[src/rtl/cardinal_cmp_pkg.sv]
// Shared definitions for the Cardinal CMP memory-side blocks.
//   CMP_N_REQ : number of requesters sharing one data memory
//   CMP_AW    : data memory address width
//   CMP_DW    : data memory word width
//   PTR_W     : width of a requester index / round-robin pointer
//   onehot_to_idx : converts a one-hot requester id to its index
package cardinal_cmp_pkg;

    localparam int CMP_N_REQ = 4;
    localparam int CMP_AW    = 8;
    localparam int CMP_DW    = 64;
    localparam int PTR_W     = 2;

    // OR-reduction of the set bit positions; exact for one-hot input,
    // and yields 0 for an all-zero vector.
    function automatic logic [PTR_W-1:0] onehot_to_idx(input logic [CMP_N_REQ-1:0] oh);
        logic [PTR_W-1:0] idx;
        idx = '0;
        for (int i = 0; i < CMP_N_REQ; i++) begin
            if (oh[i]) idx = idx | PTR_W'(i);
        end
        return idx;
    endfunction

endpackage

[src/rtl/cardinal_rr_pick4.sv]
// Combinational rotate-priority encoder for four requesters.
//   req     : request vector
//   ptr     : highest-priority requester index this cycle
//   gnt     : one-hot grant (first requester at or after ptr, wrapping)
//   gnt_idx : index of the granted requester (0 when none)
//   any     : at least one request present
module cardinal_rr_pick4
    import cardinal_cmp_pkg::*;
(
    input  logic [3:0] req,
    input  logic [1:0] ptr,
    output logic [3:0] gnt,
    output logic [1:0] gnt_idx,
    output logic       any
);

    logic [1:0] idx;

    always_comb begin
        gnt = '0;
        any = 1'b0;
        idx = '0;
        // Walk ptr, ptr+1, ptr+2, ptr+3; the 2-bit add wraps mod 4.
        for (int k = 0; k < 4; k++) begin
            idx = ptr + 2'(k);
            if (!any && req[idx]) begin
                any      = 1'b1;
                gnt[idx] = 1'b1;
            end
        end
        gnt_idx = onehot_to_idx(gnt);
    end

endmodule

[src/rtl/cardinal_dmem_arbiter.sv]
// Round-robin arbiter sharing one synchronous data memory among four requesters.
//   CLK, RESET            : clock, synchronous active-high reset
//   req_en/req_wr_en      : per-requester request and write flag
//   req_addr/req_wdata    : packed per-requester address and write data
//   req_ack               : one-hot, combinational grant of this cycle
//   rd_valid/rd_data      : one-hot read-return strobe and returned data
//   mem_en..mem_din       : single memory port driven by the winner
//   mem_dout              : memory read data
module cardinal_dmem_arbiter
    import cardinal_cmp_pkg::*;
#(
    parameter int N_REQ  = CMP_N_REQ,
    parameter int AW     = CMP_AW,
    parameter int DW     = CMP_DW,
    parameter int RD_LAT = 1
) (
    input  logic                CLK,
    input  logic                RESET,
    input  logic [N_REQ-1:0]    req_en,
    input  logic [N_REQ-1:0]    req_wr_en,
    input  logic [N_REQ*AW-1:0] req_addr,
    input  logic [N_REQ*DW-1:0] req_wdata,
    output logic [N_REQ-1:0]    req_ack,
    output logic [N_REQ-1:0]    rd_valid,
    output logic [DW-1:0]       rd_data,
    output logic                mem_en,
    output logic                mem_wr_en,
    output logic [AW-1:0]       mem_addr,
    output logic [DW-1:0]       mem_din,
    input  logic [DW-1:0]       mem_dout
);

    logic [1:0]       ptr;
    logic [N_REQ-1:0] gnt;
    logic [1:0]       gnt_idx;
    logic             any;

    logic             vld_p [RD_LAT];
    logic [N_REQ-1:0] id_p  [RD_LAT];

    cardinal_rr_pick4 u_pick (
        .req     (req_en),
        .ptr     (ptr),
        .gnt     (gnt),
        .gnt_idx (gnt_idx),
        .any     (any)
    );

    // Issue stage: winner drives the memory port; all zero when idle or in reset.
    always_comb begin
        req_ack   = '0;
        mem_en    = 1'b0;
        mem_wr_en = 1'b0;
        mem_addr  = '0;
        mem_din   = '0;
        if (!RESET && any) begin
            req_ack   = gnt;
            mem_en    = 1'b1;
            mem_wr_en = req_wr_en[gnt_idx];
            mem_addr  = req_addr[int'(gnt_idx)*AW +: AW];
            mem_din   = req_wdata[int'(gnt_idx)*DW +: DW];
        end
    end

    always_ff @(posedge CLK) begin
        if (RESET)    ptr <= '0;
        else if (any) ptr <= gnt_idx + 2'd1;
    end

    // Response pipe: stage 0 captured at the grant edge, output after RD_LAT edges.
    always_ff @(posedge CLK) begin
        if (RESET) begin
            for (int k = 0; k < RD_LAT; k++) vld_p[k] <= 1'b0;
        end else begin
            vld_p[0] <= mem_en && !mem_wr_en;
            for (int k = 1; k < RD_LAT; k++) vld_p[k] <= vld_p[k-1];
        end
    end

    always_ff @(posedge CLK) begin
        id_p[0] <= gnt;
        for (int k = 1; k < RD_LAT; k++) id_p[k] <= id_p[k-1];
    end

    // Return stage: strobe gated by the pipe valid; data straight from memory.
    assign rd_valid = (!RESET && vld_p[RD_LAT-1]) ? id_p[RD_LAT-1] : '0;
    assign rd_data  = RESET ? '0 : mem_dout;

endmodule

[config.mk]
export PLATFORM = sky130hd
export DESIGN_NAME = cardinal_dmem_arbiter
export DESIGN_NICKNAME = d
export VERILOG_FILES = /design/src/rtl/cardinal_cmp_pkg.sv /design/src/rtl/cardinal_rr_pick4.sv /design/src/rtl/cardinal_dmem_arbiter.sv
export SDC_FILE = /design/constraint.sdc
export NUM_CORES = 1
export LEC_CHECK = 0
export BUFFER_PORTS_ARGS = -buffer_cell sky130_fd_sc_hd__buf_4
export CORE_AREA = 2 2 197 199
export CTS_BUF_LIST = sky130_fd_sc_hd__clkbuf_4 sky130_fd_sc_hd__clkbuf_8
export DETAILED_ROUTE_END_ITERATION = 10
export DIE_AREA = 0 0 199 201
export GPL_ROUTABILITY_DRIVEN = 0
export PLACE_DENSITY = 0.31
export SLEW_MARGIN = 10
export SYNTH_ARGS = -nofsm -noshare
export SYNTH_HDL_FRONTEND = slang
export SYNTH_SLANG_ARGS = --single-unit
export TNS_END_PERCENT = 100
[constraint.sdc]
create_clock -name CLK -period 3.96 [get_ports CLK]
set_input_delay 0.198 -clock CLK [delete_from_list [all_inputs] [get_ports CLK]]
set_output_delay 0.198 -clock CLK [all_outputs]
set_load 0.005 [all_outputs]
==> results.sh, run 1 <==
export IMPL_r2r_start="ptr[0]"
export IMPL_row_count=72
export IMPL_routed_wl_um=24050
export IMPL_rsz0062_at_grt="false"
export IMPL_drive_above_1_share_pct=68.57
export IMPL_hp_class="in -> reg"
export IMPL_via_per_inst=3.677
export IMPL_grt_pass1_vias=5350
export IMPL_switching_share_pct=49.94
export IMPL_fin_skew_ns=0.001719
export IMPL_synth_edf_count=0
export IMPL_cts_resized=0
export IMPL_synthToLayoutAreaGrowth_pct=111.5
export IMPL_p_comb_share_pct=96.2
export IMPL_dieArea_mm2=0.04000
export IMPL_portBuffers=507
export IMPL_cts_root_buffer="clkbuf_8"
export IMPL_met3_usage_pct=1.579
export IMPL_r2r_slack_ns=0.87
export IMPL_drc=0
export IMPL_critPathKind="reg -> out"
export IMPL_h_tree_depth=1
export IMPL_powerDensity_mw_per_mm2=729.5
export IMPL_setup_tns_ns=0
export IMPL_syn_inst=413
export IMPL_multiInputGateArea_mm2=0.003132
export IMPL_ys_warn_count=0
export IMPL_die_h_um=201
export IMPL_grt_max_degree=77
export IMPL_grtUsageMet2_pct=20.55
export IMPL_synth_seq_cells=7
export IMPL_clkTransAtPathRegs_ns=0.04
export IMPL_seqCellArea_um2=140.1
export IMPL_fill_cells=4307
export IMPL_netlist_area_mm2=0.003781
export IMPL_busiest_layer="met2"
export IMPL_crit_end="mem_din[37]"
export IMPL_synth_cell_type_count=47
export IMPL_fmax_mhz=269.2
export IMPL_crit_path_max_fanout=40
export IMPL_antenna_found_initial=1
export IMPL_dp_slack_ns=0.4418
export IMPL_fin_crit_ns=3.714
export IMPL_synth_nets=782
export IMPL_drt_pass1_iter_count=4
export IMPL_slew_headroom_pct=53.27
export IMPL_internal_power_w=0.002921
export IMPL_grt_overflow=0
export IMPL_crit_path_start="ptr[0]"
export IMPL_dp_hpwl_um=19810
export IMPL_wire_per_inst_um=17.06
export IMPL_total_power_w=0.005834
export IMPL_dpl_instance_area_mm2=0.007946
export IMPL_async_flop_share_pct=0
export IMPL_fp_dieW_um=199
export IMPL_numCtsBuffers=3
export IMPL_use_met1_pct=13.61
export IMPL_maxCapViolCount=0
export IMPL_clock_sinks=7
export IMPL_p_sw_w=0.002914
export IMPL_clock_path_buffers=2
export IMPL_drt_iter0_markers=170
export IMPL_end_kind="output port"
export IMPL_r2r_cells=10
export IMPL_clkPwrFrac_pct=1.8
export IMPL_setup_ws_ns=0.2459
export IMPL_maxSlewViolCount=0
export IMPL_core_mm2=0.03811
export IMPL_required_ns=3.76
export IMPL_fin_nets=1261
export IMPL_clk_latency_ns=0.22
export IMPL_postRouteAntennaNets=0
export IMPL_p_leak_nw=3.784
export IMPL_vias=5184
export IMPL_seq_area_frac_synth_pct=3.706
export IMPL_final_area_mm2=0.007998
export IMPL_finalCritPeriodShare_pct=93.79
export IMPL_pin_count=508
export IMPL_cts_tree="yes"
export IMPL_critical_path_arrival_ns=3.52
export IMPL_postCtsHoldBufs=0
export IMPL_synth_main_ff_cell="dfxtp_1"
export IMPL_status="completed"
export IMPL_avgSynthCellArea_um2=9.155
export IMPL_grt_pass1_wl_um=33700
export IMPL_vdd_ir_drop_max_uv=522.5
export IMPL_setup_viol=0
export IMPL_start_util_pct=9.923
export IMPL_seqPwrFrac_pct=2.0
export IMPL_cts_setup_buffers=0
export IMPL_worst_slew_pin_slew_ns=0.6984
export IMPL_start_kind="register"
export IMPL_grt_usage_pct=10.98
export IMPL_r2r_end="vld_p[0]"
export IMPL_timing_final_hold_violations=0
==> critical path: stages (launching register included) <==
cell	delay, ns
dfxtp_1	0.32
inv_1	0.11
ha_1	0.38
mux4_1	0.67
a21o_2	0.25
a31oi_1	0.24
o21ai_4	0.12
nor2_4	0.16
buf_12	0.27
mux2i_1	0.44
o22ai_2	0.14
buf_4	0.16
==> synthesized netlist by cell type (2+ instances only) <==
cell             n  share of area [%]
mux2i_1         76                 20
o22ai_1         76                 13
o22ai_2         70                 23
nor2b_1         68                 11
buf_6           10                3.0
and2_1           9                1.5
buf_8            8                3.2
clkbuf_1         7               0.70
dfxtp_1          7                3.7
ha_1             7                2.3
nand2_1          7               0.70
clkbuf_8         6                2.2
buf_4            5               0.99
a21oi_1          4               0.53
buf_2            4               0.53
buf_12           3                1.6
dlymetal6s2s_1   3               0.99
mux4_1           3                2.1
nor2_1           3               0.30
a21o_2           2               0.46
a221o_1          2               0.53
and3_1           2               0.33
dlygate4sd1_1    2               0.46
inv_1            2               0.20
mux2_2           2               0.60
nand2b_1         2               0.33
nor4_1           2               0.33
o21ai_2          2               0.46
==> cells by family (layout without fill, tap and decap cells) <==
kind of cell | Yosys count | in the layout | share of synthesized area, %
fa+ha+maj | 7 | 7 | 2.316
flops | 7 | 7 | 3.706
simple gates | 101 | 101 | 17.04
buf+inv | 50 | 528 | 13.80
mux | 82 | 82 | 23.40
other cells | 0 | 1 | 0
compound gates | 166 | 166 | 39.74
==> power groups by stage <==
stage          Clock [W]  Sequential [W]  Combinational, W
3_5_place_dp           0        0.000116           0.00574
3_3_place_gp           0        0.000116           0.00581
2_1_floorplan          0        0.000123           0.00394
5_1_grt         0.000115        0.000119           0.00606
6_report        0.000107        0.000115           0.00561
4_1_cts         0.000110        0.000116           0.00575
==> state kept, by name (all words and copies together), names as in the netlist <==
name,cells
id_p,4
vld_p,1
ptr,2
==> placed cells by master, fill, tap and decap left out, types with 2 or more instances in the layout <==
cell,count
nor2b_1,68
and3_1,2
mux2_2,2
clkbuf_8,3
o22ai_2,70
a21o_2,2
ha_1,7
inv_1,2
a221o_1,2
nor2_1,3
buf_12,8
nand2b_1,2
nor4_1,2
a21oi_1,4
nand2_1,7
o22ai_1,76
dfxtp_1,7
mux4_1,3
buf_4,514
and2_1,9
mux2i_1,76
==> layer usage <==
| layer | routed length [um] | up-vias |
|---|---|---|
| met5 | 0 | - |
| met4 | 165 | 0 |
| met3 | 1351 | 8 |
| met2 | 12490 | 212 |
| met1 | 10040 | 2381 |
| li1 | - | 2583 |
==> cell type report <==
class                           count  share of cell area (%)
Multi-Input combinational cell    356                   39.16
Antenna cell                        1                 0.03129
Timing Repair Buffer              522                   50.25
Inverter                            2                 0.09387
Sequential cell                     7                   1.752
Tap cell                          518                   8.104
Clock buffer                        4                  0.6101
==> how the worst min path moves through the flow <==
| stage | from | end | slack, ns | depth (start not counted) |
|---|---|---|---|---|
| after floorplan | req_en[3] | ptr[0] | 0.47 | 3 |
| after global placement | req_wr_en[1] | vld_p[0] | 0.61 | 3 |
| after detailed placement | req_wr_en[1] | vld_p[0] | 0.60 | 3 |
| after CTS | req_wr_en[1] | vld_p[0] | 0.36 | 3 |
| after global routing | req_wr_en[1] | vld_p[0] | 0.36 | 3 |
| final | req_wr_en[1] | vld_p[0] | 0.35 | 3 |
==> stage by stage <==
stage / utilization, % / std cells / hold WS, ns
after floorplan: - / 413 / 0.4686
after global placement: 20.85 / 1405 / 0.6062
after detailed placement: 20.85 / 1405 / 0.5976
after CTS: 20.98 / 1409 / 0.3596
after global routing: 20.98 / 1409 / 0.3628
final: 20.99 / 1410 / 0.3549
(Power assumes the default switching activity.)
==> inputs of run 2 (changes only) <==
--- a/config.mk
+++ b/config.mk
@@ -5,13 +5,13 @@
 export SDC_FILE = /design/constraint.sdc
 export NUM_CORES = 1
 export LEC_CHECK = 0
-export BUFFER_PORTS_ARGS = -buffer_cell sky130_fd_sc_hd__buf_4
-export CORE_AREA = 2 2 197 199
+export CORE_AREA = 2 2 199 201
 export CTS_BUF_LIST = sky130_fd_sc_hd__clkbuf_4 sky130_fd_sc_hd__clkbuf_8
 export DETAILED_ROUTE_END_ITERATION = 10
-export DIE_AREA = 0 0 199 201
+export DIE_AREA = 0 0 201 203
+export DONT_BUFFER_PORTS = 1
 export GPL_ROUTABILITY_DRIVEN = 0
-export PLACE_DENSITY = 0.31
+export PLACE_DENSITY = 0.3
 export SLEW_MARGIN = 10
 export SYNTH_ARGS = -nofsm -noshare
 export SYNTH_HDL_FRONTEND = slang
==> results.sh, run 2 (synthesis gave the netlist of run 1 again) <==
export IMPL_status="completed"
export IMPL_fin_skew_ns=0.0009524
export IMPL_clock_path_buffers=2
export IMPL_pin_count=508
export IMPL_internal_power_w=0.002101
export IMPL_worst_slew_pin_slew_ns=0.7390
export IMPL_fin_nets=765
export IMPL_routed_wl_um=16950
export IMPL_postRouteAntennaNets=0
export IMPL_setup_viol=0
export IMPL_cts_tree="yes"
export IMPL_top_layer="met5"
export IMPL_h_tree_depth=1
export IMPL_synthToLayoutAreaGrowth_pct=12.84
export IMPL_core_mm2=0.03847
export IMPL_clkPwrFrac_pct=2.2
export IMPL_hp_class="in -> reg"
export IMPL_worst_path_max_delay_cell="a2111oi_0"
export IMPL_maxSlewViolCount=0
export IMPL_clkTransAtPathRegs_ns=0.04
export IMPL_drive_above_1_share_pct=29.11
export IMPL_vdd_ir_drop_max_uv=429.0
export IMPL_cts_setup_buffers=0
export IMPL_die_h_um=203
export IMPL_wire_per_inst_um=18.51
export IMPL_r2r_cells=10
export IMPL_fp_dieW_um=201
export IMPL_setup_tns_ns=0
export IMPL_final_cell_mix="mux2i_1, o22ai_1, o22ai_2, nor2b_1, buf_4"
export IMPL_vias=3596
export IMPL_p_comb_share_pct=95.3
export IMPL_required_ns=3.76
export IMPL_fin_crit_ns=3.684
export IMPL_r2r_start="ptr[0]"
export IMPL_p_leak_nw=1.344
export IMPL_max_stage_delay_ns=0.54
export IMPL_final_area_mm2=0.004267
export IMPL_grt_overflow=0
export IMPL_wl_met1_um=6634
export IMPL_largest_reg_flops=4
export IMPL_p_sw_w=0.002640
export IMPL_start_util_pct=9.830
export IMPL_timing_final_hold_violations=0
export IMPL_grt_usage_pct=7.137
export IMPL_dp_hpwl_um=13960
export IMPL_crit_path_start="ptr[0]"
export IMPL_cts_resized=0
export IMPL_drt_pass1_iter_count=4
export IMPL_postCtsHoldBufs=0
export IMPL_seqPwrFrac_pct=2.4
export IMPL_maxCapViolCount=0
export IMPL_wl_met3_um=1313
export IMPL_crit_end="mem_din[22]"
export IMPL_critPathKind="reg -> out"
export IMPL_dr_wl_met2_um=8402
export IMPL_powerDensity_mw_per_mm2=1111
export IMPL_regMostFlops="id_p"
export IMPL_dpl_instance_area_mm2=0.004210
export IMPL_numCtsBuffers=3
export IMPL_drc=0
export IMPL_hold_slack_ns=0.06055
export IMPL_via_per_inst=3.926
export IMPL_rsz0062_at_grt="false"
export IMPL_portBuffers=0
export IMPL_path_cells="inv_1 > ha_1 > mux2_2 > and3_1 > a2111oi_0 > buf_4 > a21o_2 > and2_4 > nand2_4 > buf_12 > o22ai_2"
export IMPL_grt_max_degree=77
export IMPL_clock_sinks=7
export IMPL_seqCellArea_um2=140.1
export IMPL_end_kind="output port"
export IMPL_slew_headroom_pct=50.55
export IMPL_grt_pass1_vias=3544
export IMPL_fmax_mhz=271.5
export IMPL_start_kind="register"
export IMPL_multiInputGateArea_mm2=0.003132
export IMPL_critical_path_arrival_ns=3.49
export IMPL_finalCritPeriodShare_pct=93.02
export IMPL_fill_cells=4432
export IMPL_drt_iter0_markers=171
export IMPL_antenna_found_initial=5
export IMPL_r2r_end="vld_p[0]"
export IMPL_largestRegisters="id_p (4), ptr (2), vld_p (1)"
export IMPL_grt_pass1_wl_um=22510
export IMPL_clk_latency_ns=0.22
export IMPL_dieArea_mm2=0.04080
export IMPL_switching_share_pct=55.69
export IMPL_crit_path_max_fanout=39
export IMPL_r2r_slack_ns=0.86
export IMPL_cts_root_buffer="clkbuf_8"
export IMPL_row_count=72
run 2: changes by cell type in the layout (fill, tap and decap cells not counted):
cell,delta
buf_4,-495
diode_2,+2
buf_12,-1
run 2: worst min-delay path by stage:
stage	start	slack [ns]	cells past startpoint	to
2_1_floorplan	req_en[3]	0.47	3	ptr[0]
3_3_place_gp	RESET	0.29	1	ptr[0]
3_5_place_dp	RESET	0.28	1	ptr[1]
4_1_cts	RESET	0.05	1	ptr[0]
5_1_grt	RESET	0.04	1	ptr[1]
6_report	RESET	0.06	1	ptr[0]
run 2: worst max-delay path, delay by kind of cell, from the launching register on:
family,cells,cell delay [ns]
multiplexers,1,0.38
buffers and inverters,3,0.60
flip-flops,1,0.32
AND/OR/NAND/NOR,3,0.53
adder cells (fa/ha/maj),1,0.38
AO/OA/AOI/OAI,3,0.96
run 2: metal layers:
metal / track usage [%] / up-vias
met4: 2.593 / 4
met2: 12.58 / 277
met1: 8.414 / 1690
met5: 0 / -
met3: 1.669 / 30
li1: - / 1595
run 2: final cells by class:
class                           instances  area share (%)
Inverter                                2          0.1760
Multi-Input combinational cell        356           73.40
Tap cell                              518           15.19
Timing Repair Buffer                   26           6.628
Sequential cell                         7           3.284
Clock buffer                            4           1.144
Antenna cell                            3          0.1760
run 2: power groups by stage:
stage / combinational, W / sequential [W] / clock (W)
after global placement: 0.00458 / 0.000116 / 0
after CTS: 0.00456 / 0.000115 / 0.000110
after floorplan: 0.00394 / 0.000123 / 0
final: 0.00452 / 0.000115 / 0.000106
after global routing: 0.00483 / 0.000120 / 0.000117
after detailed placement: 0.00455 / 0.000116 / 0
run 2: per-stage QoR:
stage	util, %	cells	setup slack, ns	total power (W)
after floorplan	-	413	0.6412	0.004065
after global placement	10.95	909	0.4930	0.004693
after detailed placement	10.95	909	0.5398	0.004669
after CTS	11.07	913	0.2744	0.004785
after global routing	11.09	915	0.1184	0.005069
final	11.09	916	0.2765	0.004741
==> inputs of run 3 (changes only) <==
--- a/config.mk
+++ b/config.mk
@@ -11,7 +11,7 @@
 export DIE_AREA = 0 0 201 203
 export DONT_BUFFER_PORTS = 1
 export GPL_ROUTABILITY_DRIVEN = 0
-export PLACE_DENSITY = 0.3
+export PLACE_DENSITY_LB_ADDON = 0.12
 export SLEW_MARGIN = 10
 export SYNTH_ARGS = -nofsm -noshare
 export SYNTH_HDL_FRONTEND = slang
==> results.sh, run 3 (synthesis gave the netlist of run 1 again) <==
export IMPL_numCtsBuffers=3
export IMPL_fin_skew_ns=0.005729
export IMPL_crit_path_max_fanout=33
export IMPL_clkTransAtPathRegs_ns=0.05
export IMPL_cts_tree="yes"
export IMPL_antenna_found_initial=12
export IMPL_clock_sinks=7
export IMPL_rsz0062_at_grt="false"
export IMPL_dieArea_mm2=0.04080
export IMPL_crit_path_start="ptr[0]"
export IMPL_drc=0
export IMPL_r2r_slack_ns=0.89
export IMPL_r2r_cells=11
export IMPL_cts_root_buffer="clkbuf_8"
export IMPL_die_h_um=203
export IMPL_h_tree_depth=1
export IMPL_p_comb_share_pct=95.0
export IMPL_clk_latency_ns=0.23
export IMPL_grt_usage_pct=8.125
export IMPL_largest_reg_flops=4
export IMPL_maxSlewViolCount=0
export IMPL_stdcell_count=914
export IMPL_start_util_pct=9.830
export IMPL_powerDensity_mw_per_mm2=1089
export IMPL_start_kind="register"
export IMPL_regMostFlops="id_p"
export IMPL_drt_iter0_markers=170
export IMPL_postRouteAntennaNets=0
export IMPL_routed_wl_um=18800
export IMPL_dp_hpwl_um=16140
export IMPL_drt_pass1_iter_count=4
export IMPL_synthToLayoutAreaGrowth_pct=12.04
export IMPL_worst_slew_pin_slew_ns=0.7799
export IMPL_path_cells="inv_1 > ha_1 > mux4_1 > or4b_1 > a21o_1 > and2_4 > nand2_4 > buf_4 > o22ai_1 > buf_4"
export IMPL_max_stage_delay_ns=0.68
export IMPL_core_mm2=0.03847
export IMPL_clkPwrFrac_pct=2.4
export IMPL_pin_count=508
export IMPL_largestRegisters="id_p (4), ptr (2), vld_p (1)"
export IMPL_cts_setup_buffers=0
export IMPL_portBuffers=0
export IMPL_fin_nets=760
export IMPL_fmax_mhz=265.6
export IMPL_vias=3660
export IMPL_wire_per_inst_um=20.57
export IMPL_vdd_ir_drop_max_uv=483.9
export IMPL_fp_dieW_um=201
export IMPL_maxCapViolCount=0
export IMPL_setup_viol=0
export IMPL_grt_pass1_wl_um=25040
export IMPL_drive_above_1_share_pct=28.21
export IMPL_postCtsHoldBufs=0
export IMPL_cp_depth=10
export IMPL_total_power_w=0.004613
export IMPL_switching_share_pct=55.59
export IMPL_worst_path_dominant_cell_family="simple AND/OR/NAND/NOR gates"
export IMPL_critPathKind="reg -> out"
export IMPL_finalCritPeriodShare_pct=95.08
export IMPL_r2r_start="ptr[0]"
export IMPL_p_sw_w=0.002565
export IMPL_hp_class="in -> reg"
export IMPL_cts_resized=0
export IMPL_grt_overflow=0
export IMPL_required_ns=3.76
export IMPL_end_kind="output port"
export IMPL_clock_path_buffers=2
export IMPL_seqPwrFrac_pct=2.5
export IMPL_grt_pass1_vias=3711
export IMPL_row_count=72
export IMPL_slew_headroom_pct=47.52
export IMPL_critical_path_arrival_ns=3.57
export IMPL_timing_final_hold_violations=0
export IMPL_internal_power_w=0.002049
export IMPL_fill_cells=4444
export IMPL_placed_cells=904
export IMPL_crit_end="mem_addr[7]"
export IMPL_p_leak_nw=1.322
export IMPL_via_per_inst=4.004
export IMPL_crit_buf_inv=3
export IMPL_r2r_end="vld_p[0]"
export IMPL_worst_path_max_delay_cell="mux4_1"
export IMPL_fin_crit_ns=3.765
export IMPL_final_cell_mix="mux2i_1, o22ai_1, o22ai_2, nor2b_1, buf_4"
export IMPL_path_common_cell="buf_4"
export IMPL_setup_tns_ns=0
export IMPL_fin_util_pct=11.01
export IMPL_status="completed"
export IMPL_grt_max_degree=77
run 3: area by class of cell:
| type | instances | area (um2) | share of cell area (%) |
|---|---|---|---|
| multi-input cells | 356 | 3132 | 73.92 |
| inverters | 2 | 7.507 | 0.1772 |
| flip-flops and latches | 7 | 140.1 | 3.308 |
| diodes | 6 | 15.01 | 0.3544 |
| well taps | 518 | 648.1 | 15.30 |
| clock buffers | 4 | 48.80 | 1.152 |
| repair buffers | 21 | 245.2 | 5.789 |
run 3: power by group through the flow:
stage	clock network [W]	logic [W]	registers (W)
floorplan	0	0.00394	0.000123
global placement	0	0.00442	0.000118
detailed placement	0	0.00444	0.000119
CTS	0.000116	0.00446	0.000117
global route	0.000122	0.00471	0.000120
finish	0.000112	0.00438	0.000116
run 3: worst min-delay path by stage:
stage          startpoint     end  slack (ns)  cells after the start
6_report            RESET  ptr[0]        0.06                      1
5_1_grt             RESET  ptr[1]        0.05                      1
4_1_cts             RESET  ptr[0]        0.04                      1
3_5_place_dp        RESET  ptr[0]        0.29                      1
3_3_place_gp        RESET  ptr[0]        0.29                      1
2_1_floorplan   req_en[3]  ptr[0]        0.47                      3
run 3: per-stage QoR:
stage	area [um2]	hold WS (ns)	setup slack, ns
after floorplan	3781	0.4686	0.6412
after global placement	4173	0.2888	0.4540
after detailed placement	4173	0.2902	0.4233
after CTS	4222	0.04400	0.1595
after global routing	4234	0.05098	0.007486
final	4237	0.05984	0.1950
run 3: routing by layer:
| layer | up-vias | share of wire (%) | GRT usage, % |
|---|---|---|---|
| met5 | - | 0.069 | 0 |
| met2 | 320 | 56 | 16.84 |
| met3 | 42 | 8.4 | 1.750 |
| met4 | 2 | 4.1 | 3.545 |
| li1 | 1597 | - | - |
| met1 | 1699 | 31 | 7.475 |
